### src/rtl/rv_decode_pkg.sv
// Shared types for the RV32 decode stage: instruction views, decoded bundle, formats, opcodes.
package rv_decode_pkg;

  typedef logic [4:0] reg_addr_t;
  typedef logic [6:0] opcode_t;

  typedef struct packed {
    logic [6:0] func7;
    reg_addr_t  rs2;
    reg_addr_t  rs1;
    logic [2:0] func3;
    reg_addr_t  rd;
    opcode_t    opcode;
  } R_t;

  typedef struct packed {
    logic [11:0] imm;
    reg_addr_t   rs1;
    logic [2:0]  func3;
    reg_addr_t   rd;
    opcode_t     opcode;
  } I_t;

  typedef struct packed {
    logic [19:0] imm;
    reg_addr_t   rd;
    opcode_t     opcode;
  } U_t;

  typedef union packed {
    R_t r;
    I_t i;
    U_t u;
  } instruction_t;

  typedef enum logic [1:0] {
    FMT_R = 2'd0,
    FMT_I = 2'd1,
    FMT_U = 2'd2,
    FMT_X = 2'd3
  } fmt_t;

  typedef enum logic [1:0] {
    BUF_EMPTY,
    BUF_ONE,
    BUF_TWO
  } buf_state_t;

  localparam opcode_t OPC_OP     = 7'b0110011;
  localparam opcode_t OPC_OP_IMM = 7'b0010011;
  localparam opcode_t OPC_LOAD   = 7'b0000011;
  localparam opcode_t OPC_JALR   = 7'b1100111;
  localparam opcode_t OPC_LUI    = 7'b0110111;
  localparam opcode_t OPC_AUIPC  = 7'b0010111;

  typedef struct packed {
    opcode_t     opcode;
    reg_addr_t   rd;
    reg_addr_t   rs1;
    reg_addr_t   rs2;
    logic [2:0]  func3;
    logic [6:0]  func7;
    logic [31:0] imm;
    fmt_t        fmt;
    logic        illegal;
  } decoded_t;

  function automatic fmt_t fmt_of(input opcode_t op);
    case (op)
      OPC_OP:                       return FMT_R;
      OPC_OP_IMM, OPC_LOAD, OPC_JALR: return FMT_I;
      OPC_LUI, OPC_AUIPC:           return FMT_U;
      default:                      return FMT_X;
    endcase
  endfunction

endpackage

### src/rtl/rv_decode_stage_if.sv
// Fetch-to-decode input and decode-to-execute output handshakes of the decode stage.
interface rv_decode_stage_if
  import rv_decode_pkg::*;
#(
  parameter int PC_W = 32
) ();

  logic            in_valid;
  logic            in_ready;
  logic [31:0]     in_instr;
  logic [PC_W-1:0] in_pc;

  logic            out_valid;
  logic            out_ready;
  logic [PC_W-1:0] out_pc;
  logic [6:0]      out_opcode;
  logic [4:0]      out_rd;
  logic [4:0]      out_rs1;
  logic [4:0]      out_rs2;
  logic [2:0]      out_func3;
  logic [6:0]      out_func7;
  logic [31:0]     out_imm;
  fmt_t            out_fmt;
  logic            out_illegal;

  modport master (
    output in_valid, in_instr, in_pc, out_ready,
    input  in_ready, out_valid, out_pc, out_opcode, out_rd, out_rs1, out_rs2,
           out_func3, out_func7, out_imm, out_fmt, out_illegal
  );

  modport slave (
    input  in_valid, in_instr, in_pc, out_ready,
    output in_ready, out_valid, out_pc, out_opcode, out_rd, out_rs1, out_rs2,
           out_func3, out_func7, out_imm, out_fmt, out_illegal
  );

endinterface

### src/rtl/rv_decode_fields.sv
// Combinational field extraction: instruction_t -> decoded_t (format, immediate, illegal flag).
module rv_decode_fields
  import rv_decode_pkg::*;
(
  input  instruction_t instr,
  output decoded_t     dec
);

  always_comb begin
    dec        = '0;
    dec.opcode = instr.r.opcode;
    dec.fmt    = fmt_of(instr.r.opcode);
    case (dec.fmt)
      FMT_R: begin
        dec.rd    = instr.r.rd;
        dec.rs1   = instr.r.rs1;
        dec.rs2   = instr.r.rs2;
        dec.func3 = instr.r.func3;
        dec.func7 = instr.r.func7;
      end
      FMT_I: begin
        dec.rd    = instr.i.rd;
        dec.rs1   = instr.i.rs1;
        dec.func3 = instr.i.func3;
        dec.imm   = {{20{instr.i.imm[11]}}, instr.i.imm};
      end
      FMT_U: begin
        dec.rd  = instr.u.rd;
        dec.rs1 = instr.r.rs1;
        dec.imm = {instr.u.imm, 12'h000};
      end
      default: begin
        // Unsupported opcodes keep only opcode/pc so execute can trap on them.
        dec.illegal = 1'b1;
      end
    endcase
  end

endmodule

### src/rtl/rv_decode_stage.sv
// RV32 decode stage: 1-cycle latency, 1 instr/cycle; 2-entry elastic buffer keeps in_ready registered.
// Optional RV_DECODE_STATS_EN adds saturating handshake/illegal counters.
module rv_decode_stage
  import rv_decode_pkg::*;
#(
  parameter int PC_W = 32
) (
  input  logic              clk,
  input  logic              rst,
  rv_decode_stage_if.slave  bus
`ifdef RV_DECODE_STATS_EN
  ,
  output logic [15:0]       stat_count,
  output logic [15:0]       stat_illegal
`endif
);

  decoded_t        in_dec;
  decoded_t        out_dec;
  decoded_t        skid_dec;
  logic [PC_W-1:0] out_pc_q;
  logic [PC_W-1:0] skid_pc;
  buf_state_t      state;
  buf_state_t      state_n;
  logic            rst_q;
  logic            ld_out;
  logic            out_from_skid;
  logic            ld_skid;
  logic            in_fire;
  logic            out_fire;

  rv_decode_fields u_fields (
    .instr (bus.in_instr),
    .dec   (in_dec)
  );

  // rst_q holds in_ready low for the first cycle after reset releases.
  assign bus.in_ready  = (state != BUF_TWO) && !rst_q;
  assign bus.out_valid = (state != BUF_EMPTY);
  assign in_fire       = bus.in_valid && bus.in_ready;
  assign out_fire      = bus.out_valid && bus.out_ready;

  always_comb begin
    state_n       = state;
    ld_out        = 1'b0;
    out_from_skid = 1'b0;
    ld_skid       = 1'b0;
    case (state)
      BUF_EMPTY: begin
        if (in_fire) begin
          ld_out  = 1'b1;
          state_n = BUF_ONE;
        end
      end
      BUF_ONE: begin
        if (in_fire && bus.out_ready) begin
          ld_out = 1'b1;
        end else if (in_fire) begin
          ld_skid = 1'b1;
          state_n = BUF_TWO;
        end else if (bus.out_ready) begin
          state_n = BUF_EMPTY;
        end
      end
      BUF_TWO: begin
        if (bus.out_ready) begin
          ld_out        = 1'b1;
          out_from_skid = 1'b1;
          state_n       = BUF_ONE;
        end
      end
      default: state_n = BUF_EMPTY;
    endcase
  end

  always_ff @(posedge clk) begin
    rst_q <= rst;
    if (rst) begin
      state    <= BUF_EMPTY;
      out_dec  <= '0;
      out_pc_q <= '0;
      skid_dec <= '0;
      skid_pc  <= '0;
    end else begin
      state <= state_n;
      if (ld_out) begin
        out_dec  <= out_from_skid ? skid_dec : in_dec;
        out_pc_q <= out_from_skid ? skid_pc : bus.in_pc;
      end
      if (ld_skid) begin
        skid_dec <= in_dec;
        skid_pc  <= bus.in_pc;
      end
    end
  end

  assign bus.out_pc      = out_pc_q;
  assign bus.out_opcode  = out_dec.opcode;
  assign bus.out_rd      = out_dec.rd;
  assign bus.out_rs1     = out_dec.rs1;
  assign bus.out_rs2     = out_dec.rs2;
  assign bus.out_func3   = out_dec.func3;
  assign bus.out_func7   = out_dec.func7;
  assign bus.out_imm     = out_dec.imm;
  assign bus.out_fmt     = out_dec.fmt;
  assign bus.out_illegal = out_dec.illegal;

`ifdef RV_DECODE_STATS_EN
  always_ff @(posedge clk) begin
    if (rst) begin
      stat_count   <= '0;
      stat_illegal <= '0;
    end else if (out_fire) begin
      if (stat_count != 16'hFFFF) stat_count <= stat_count + 16'd1;
      if (out_dec.illegal && stat_illegal != 16'hFFFF) stat_illegal <= stat_illegal + 16'd1;
    end
  end
`endif

endmodule

### src/flat_wrapper.sv
// flat-port wrapper written by rule: the top's interface ports become plain ports
module rv_decode_stage_flat import rv_decode_pkg::*;
#(
  parameter int PC_W = 32
)
  (clk, rst, bus_in_valid, bus_in_instr, bus_in_pc, bus_out_ready, bus_in_ready, bus_out_valid, bus_out_pc, bus_out_opcode, bus_out_rd, bus_out_rs1, bus_out_rs2, bus_out_func3, bus_out_func7, bus_out_imm, bus_out_fmt, bus_out_illegal);
  rv_decode_stage_if #(.PC_W(PC_W)) bus_i ();
  input  logic clk;
  input  logic rst;
  input wire logic [$bits(bus_i.in_valid)-1:0] bus_in_valid;
  input wire logic [$bits(bus_i.in_instr)-1:0] bus_in_instr;
  input wire logic [$bits(bus_i.in_pc)-1:0] bus_in_pc;
  input wire logic [$bits(bus_i.out_ready)-1:0] bus_out_ready;
  output wire logic [$bits(bus_i.in_ready)-1:0] bus_in_ready;
  output wire logic [$bits(bus_i.out_valid)-1:0] bus_out_valid;
  output wire logic [$bits(bus_i.out_pc)-1:0] bus_out_pc;
  output wire logic [$bits(bus_i.out_opcode)-1:0] bus_out_opcode;
  output wire logic [$bits(bus_i.out_rd)-1:0] bus_out_rd;
  output wire logic [$bits(bus_i.out_rs1)-1:0] bus_out_rs1;
  output wire logic [$bits(bus_i.out_rs2)-1:0] bus_out_rs2;
  output wire logic [$bits(bus_i.out_func3)-1:0] bus_out_func3;
  output wire logic [$bits(bus_i.out_func7)-1:0] bus_out_func7;
  output wire logic [$bits(bus_i.out_imm)-1:0] bus_out_imm;
  output wire logic [$bits(bus_i.out_fmt)-1:0] bus_out_fmt;
  output wire logic [$bits(bus_i.out_illegal)-1:0] bus_out_illegal;
  assign bus_i.in_valid = bus_in_valid;
  assign bus_i.in_instr = bus_in_instr;
  assign bus_i.in_pc = bus_in_pc;
  assign bus_i.out_ready = bus_out_ready;
  assign bus_in_ready = bus_i.in_ready;
  assign bus_out_valid = bus_i.out_valid;
  assign bus_out_pc = bus_i.out_pc;
  assign bus_out_opcode = bus_i.out_opcode;
  assign bus_out_rd = bus_i.out_rd;
  assign bus_out_rs1 = bus_i.out_rs1;
  assign bus_out_rs2 = bus_i.out_rs2;
  assign bus_out_func3 = bus_i.out_func3;
  assign bus_out_func7 = bus_i.out_func7;
  assign bus_out_imm = bus_i.out_imm;
  assign bus_out_fmt = bus_i.out_fmt;
  assign bus_out_illegal = bus_i.out_illegal;
  rv_decode_stage #(.PC_W(PC_W)) u_core (.clk(clk), .rst(rst), .bus(bus_i));
endmodule
### config.mk
export PLATFORM = sky130hd
export DESIGN_NAME = rv_decode_stage_flat
export DESIGN_NICKNAME = d
export VERILOG_FILES = /design/src/rtl/rv_decode_pkg.sv /design/src/rtl/rv_decode_stage_if.sv /design/src/rtl/rv_decode_fields.sv /design/src/rtl/rv_decode_stage.sv /design/src/flat_wrapper.sv
export SDC_FILE = /design/constraint.sdc
export NUM_CORES = 1
export LEC_CHECK = 0
export ABC_AREA = 1
export CAP_MARGIN = 20
export CORE_UTILIZATION = 50
export CTS_BUF_LIST = sky130_fd_sc_hd__clkbuf_8 sky130_fd_sc_hd__clkbuf_16
export CTS_CLUSTER_DIAMETER = 100
export DETAILED_ROUTE_END_ITERATION = 16
export PLACE_DENSITY = 0.78
export SLEW_MARGIN = 20
export SYNTH_ARGS = -nofsm -noshare
export SYNTH_HDL_FRONTEND = slang
export SYNTH_SLANG_ARGS = --single-unit
### constraint.sdc
create_clock -name clk -period 2.7 [get_ports clk]
set_input_delay 0.54 -clock clk [delete_from_list [all_inputs] [get_ports clk]]
set_output_delay 0.54 -clock clk [all_outputs]
set_load 0.01 [all_outputs]
==> out/summary.txt <==
========================================================================================================
Result of the run ......................................................................... finished, final reports clean
Highest clock rate ........................................................................    0.453 GHz
Classification of the worst-slack hold path ............................................... flip-flop to flip-flop
# Post-CTS Setup Buffers ..................................................................            0
DR vias ...................................................................................         7944
Max H-tree Level ..........................................................................            1
Post-route ant nets .......................................................................            0
Sw Share ..................................................................................        0.236
DRC .......................................................................................            0
Synthesized area per cell .................................................................     7.28 µm²
Largest net degree at the start of global routing .........................................           79
Number of maximum-capacitance violations ..................................................            0
Number of register bits inferred by synthesis .............................................          201
Antenna violations before repair ..........................................................            1
Most numerous cell on the critical path ...................................................       nor2_1
Boundary Pins .............................................................................          169
Power density relative to cell area .......................................................   620 nW/µm²
RSZ-0062 raised after global routing ......................................................           no
Width of the die ..........................................................................       130 µm
Instance area after placement .............................................................    10100 µm²
Count of cell types in the netlist ........................................................           29
Clock tree buffer depth ...................................................................            3
Area share of the largest cell type after synthesis .......................................        0.491
Launching instance or port of the critical path ........................................... u_core.state[1]
Most frequently used cell type in the post-synthesis netlist ..............................       nor2_1
Die outline area ..........................................................................    16900 µm²
Net count after synthesis .................................................................         1197
Leakage Power .............................................................................      4.22 nW
Buf/Inv on CP .............................................................................            2
Crit start category .......................................................................    flip-flop
Count of final hold-check violations ......................................................            0
Most common library cells after synthesis ................................................. 240 x nor2_1, 201 x dfxtp_1, 162 x o21ai_0, 129 x nand2_1, 119 x a21oi_1
Initial Utilization .......................................................................        0.514
Final weighted congestion of routability-driven global placement ..........................        0.827
Sequential cell fraction of total power ...................................................        0.471
Number of pins exceeding their max-slew limit in the final report .........................            0
Largest area contributor in the netlist ...................................................      dfxtp_1
Post-CTS clock slew at the launch and capture registers of the worst setup and hold paths .      0.06 ns
Via count of the first global-routing pass ................................................         7367
Routed WL .................................................................................     22800 µm
Largest delay share family, worst path .................................................... buffers and inverters
Nets ......................................................................................         1333
Post-detail-place hpwl ....................................................................     14800 µm
Final hold slack ..........................................................................     0.452 ns
Yosys Warn Count ..........................................................................            0
Skew final ................................................................................   0.00857 ns
First-pass GRT wire length ................................................................     36400 µm
Port buffer count .........................................................................          168
Internal portion of total power ...........................................................    0.00509 W
Routed wire length per instance ...........................................................      15.3 µm
Final number of setup-violating endpoints .................................................            0
Clock tree root driver cell ...............................................................    clkbuf_16
TritonCTS clock tree ......................................................................          yes
Gr ovfl total .............................................................................            0
CTS Buf Count .............................................................................           21
Final critical path time including I/O delays and setup ...................................      2.21 ns
Stage delay of the slowest cell on the critical path ......................................      0.54 ns
Number of iterations in the first detailed-routing pass ...................................            5
Cell area after technology mapping ........................................................     8200 µm²
Endpoint arrival time on the critical path ................................................      1.67 ns
Count of routing violations after the opening detailed-route iteration ....................          679
Number of flops mapped to enable cells by yosys ...........................................            0
Vias/cell .................................................................................         5.33
Area grow syn2layout ......................................................................        31.2%
Worst-Margin Slew .........................................................................     0.802 ns
Post-synthesis cell count .................................................................         1126
Net switching component of the power ......................................................    0.00157 W
Sequential area share after synthesis .....................................................        0.491
Number of hold-repair buffers added at the cts stage ......................................            0
Clock Power Share .........................................................................        0.418
CP Cell Sequence .......................................................................... inv_1, nor2_1, nor2_1, clkdlybuf4s50_1
Peak supply drop ..........................................................................   0.000379 V
Number of instances resized during post-cts repair ........................................            0
Share of the clock period used by the worst path ..........................................        0.817
Highest net fanout along the worst path ...................................................            5
Number of clock sinks .....................................................................          201
Worst skew pair latency ...................................................................      0.49 ns
Row cnt ...................................................................................           46
Most used flip-flop cell after synthesis ..................................................      dfxtp_1
Kind of capture point of the worst setup path .............................................   output pin
Critical R2R Launch ....................................................................... u_core.state[0]
Post-layout instance area .................................................................    10800 µm²
Count of fill cells added during filler insertion .........................................         1389
Global-route usage over all layers ........................................................        0.269
Headroom to the max-slew limit ............................................................        0.465
Die outline height ........................................................................       130 µm
Worst hold start .......................................................................... u_core.skid_dec[26]
Cell types occupying the most area after synthesis ........................................ dfxtp_1 49%, nor2_1 11%, o21ai_0 9.9%
Share of cells above drive strength 1 .....................................................       0.0605
Relative contribution of combinational cells to total power ...............................        0.111
Setup TNS Final ...........................................................................         0 ns
Share of flip-flops with an asynchronous set or reset .....................................            0
Core ar. ..................................................................................    15900 µm²
Cell type of the slowest stage on the worst timing path ................................... clkdlybuf4s50_1
Required time at the endpoint of the critical path ........................................      2.16 ns
Critical path class ....................................................................... flip-flop to output pin
========================================================================================================
==> worst min-delay path, delay by kind of cell, from the launching register on <==
family / cells / cell delay [ns]
buffers and inverters: 1 / 0.06
flip-flops: 1 / 0.30
AO/OA/AOI/OAI: 1 / 0.05
==> registers in the layout, indices dropped and copies added, names as in the netlist <==
signal	count
u_core.skid_dec	67
u_core.bus.out_rs2	5
u_core.bus.out_rs1	5
u_core.bus.out_illegal	1
u_core.bus.out_func7	7
u_core.bus.out_imm	32
u_core.bus.out_opcode	7
u_core.skid_pc	32
u_core.bus.out_func3	3
u_core.rst_q	1
u_core.state	2
u_core.bus.out_rd	5
u_core.bus.out_fmt	2
u_core.bus.out_pc	32
==> path summary, 6_finish.rpt <==
check / slack, ns / depth (start not counted) / endpoint
setup / recovery: 0.49 / 4 / bus_in_ready
setup reg to reg: 0.92 / 7 / u_core.bus.out_pc[30]
hold / removal: 0.45 / 2 / u_core.skid_dec[26]
hold reg to reg: 0.45 / 2 / u_core.skid_dec[26]
==> layer usage <==
| metal | part of all wire | global-route usage | vias up | wire length, µm |
|---|---|---|---|---|
| met1 | 0.42 | 0.349 | 3616 | 9550 |
| met3 | 0.084 | 0.0549 | 52 | 1910 |
| li1 | - | - | 3954 | - |
| met5 | 0 | 0 | - | 0 |
| met4 | 0.029 | 0.0992 | 0 | 663 |
| met2 | 0.47 | 0.443 | 322 | 10600 |
==> cells in the final DEF (no fill, tap or decap), drive strengths merged, types with 2 or more instances in the layout <==
cell / synthesis / routed
inv: 73 / 77
nand2: 130 / 130
o21ai: 176 / 176
a211oi: 8 / 8
o21a: 2 / 2
clkinv: 0 / 2
buf: 42 / 32
nor2: 244 / 244
clkbuf: 44 / 27
nand4: 15 / 15
dfxtp: 201 / 201
nor3: 42 / 42
ha: 3 / 3
nand3: 19 / 19
a21oi: 119 / 119
a31oi: 4 / 4
clkdlybuf4s50: 0 / 167
==> power groups by stage <==
stage	clock network, W	registers [W]	logic (W)
floorplan	0	0.00323	0.000305
global placement	0	0.00320	0.000727
detailed placement	0	0.00320	0.000737
CTS	0.00283	0.00314	0.000743
global route	0.00294	0.00315	0.000814
finish	0.00279	0.00314	0.000741
==> final cells by class <==
| type | count | area (µm²) | share of cell area |
|---|---|---|---|
| well taps | 216 | 270 | 0.0251 |
| inverters | 73 | 275 | 0.0256 |
| multi-input cells | 766 | 3500 | 0.325 |
| repair buffers | 199 | 2020 | 0.188 |
| clock inverters | 7 | 53.8 | 0.00500 |
| flip-flops and latches | 201 | 4020 | 0.374 |
| clock buffers | 27 | 608 | 0.0565 |
| diodes | 1 | 2.50 | 0.000233 |
==> stage by stage <==
step / setup WS [ns] / utilization / instances / total power [W]
after CTS: 0.460 / 0.674 / 1489 / 0.00671
after detailed placement: 0.0646 / 0.633 / 1455 / 0.00394
after global placement: 0.108 / 0.633 / 1455 / 0.00393
after global routing: 0.362 / 0.674 / 1489 / 0.00690
final: 0.494 / 0.675 / 1490 / 0.00667
after floorplan: 0.469 / - / 1126 / 0.00353
==> cell families after synthesis <==
logic type	synth area share
adder cells (fa/ha/maj)	0.00458
AND/OR/NAND/NOR	0.226
buffers and inverters	0.0836
AO/OA/AOI/OAI	0.195
flip-flops	0.491
No activity file was read; power rests on OpenSTA's default activity.
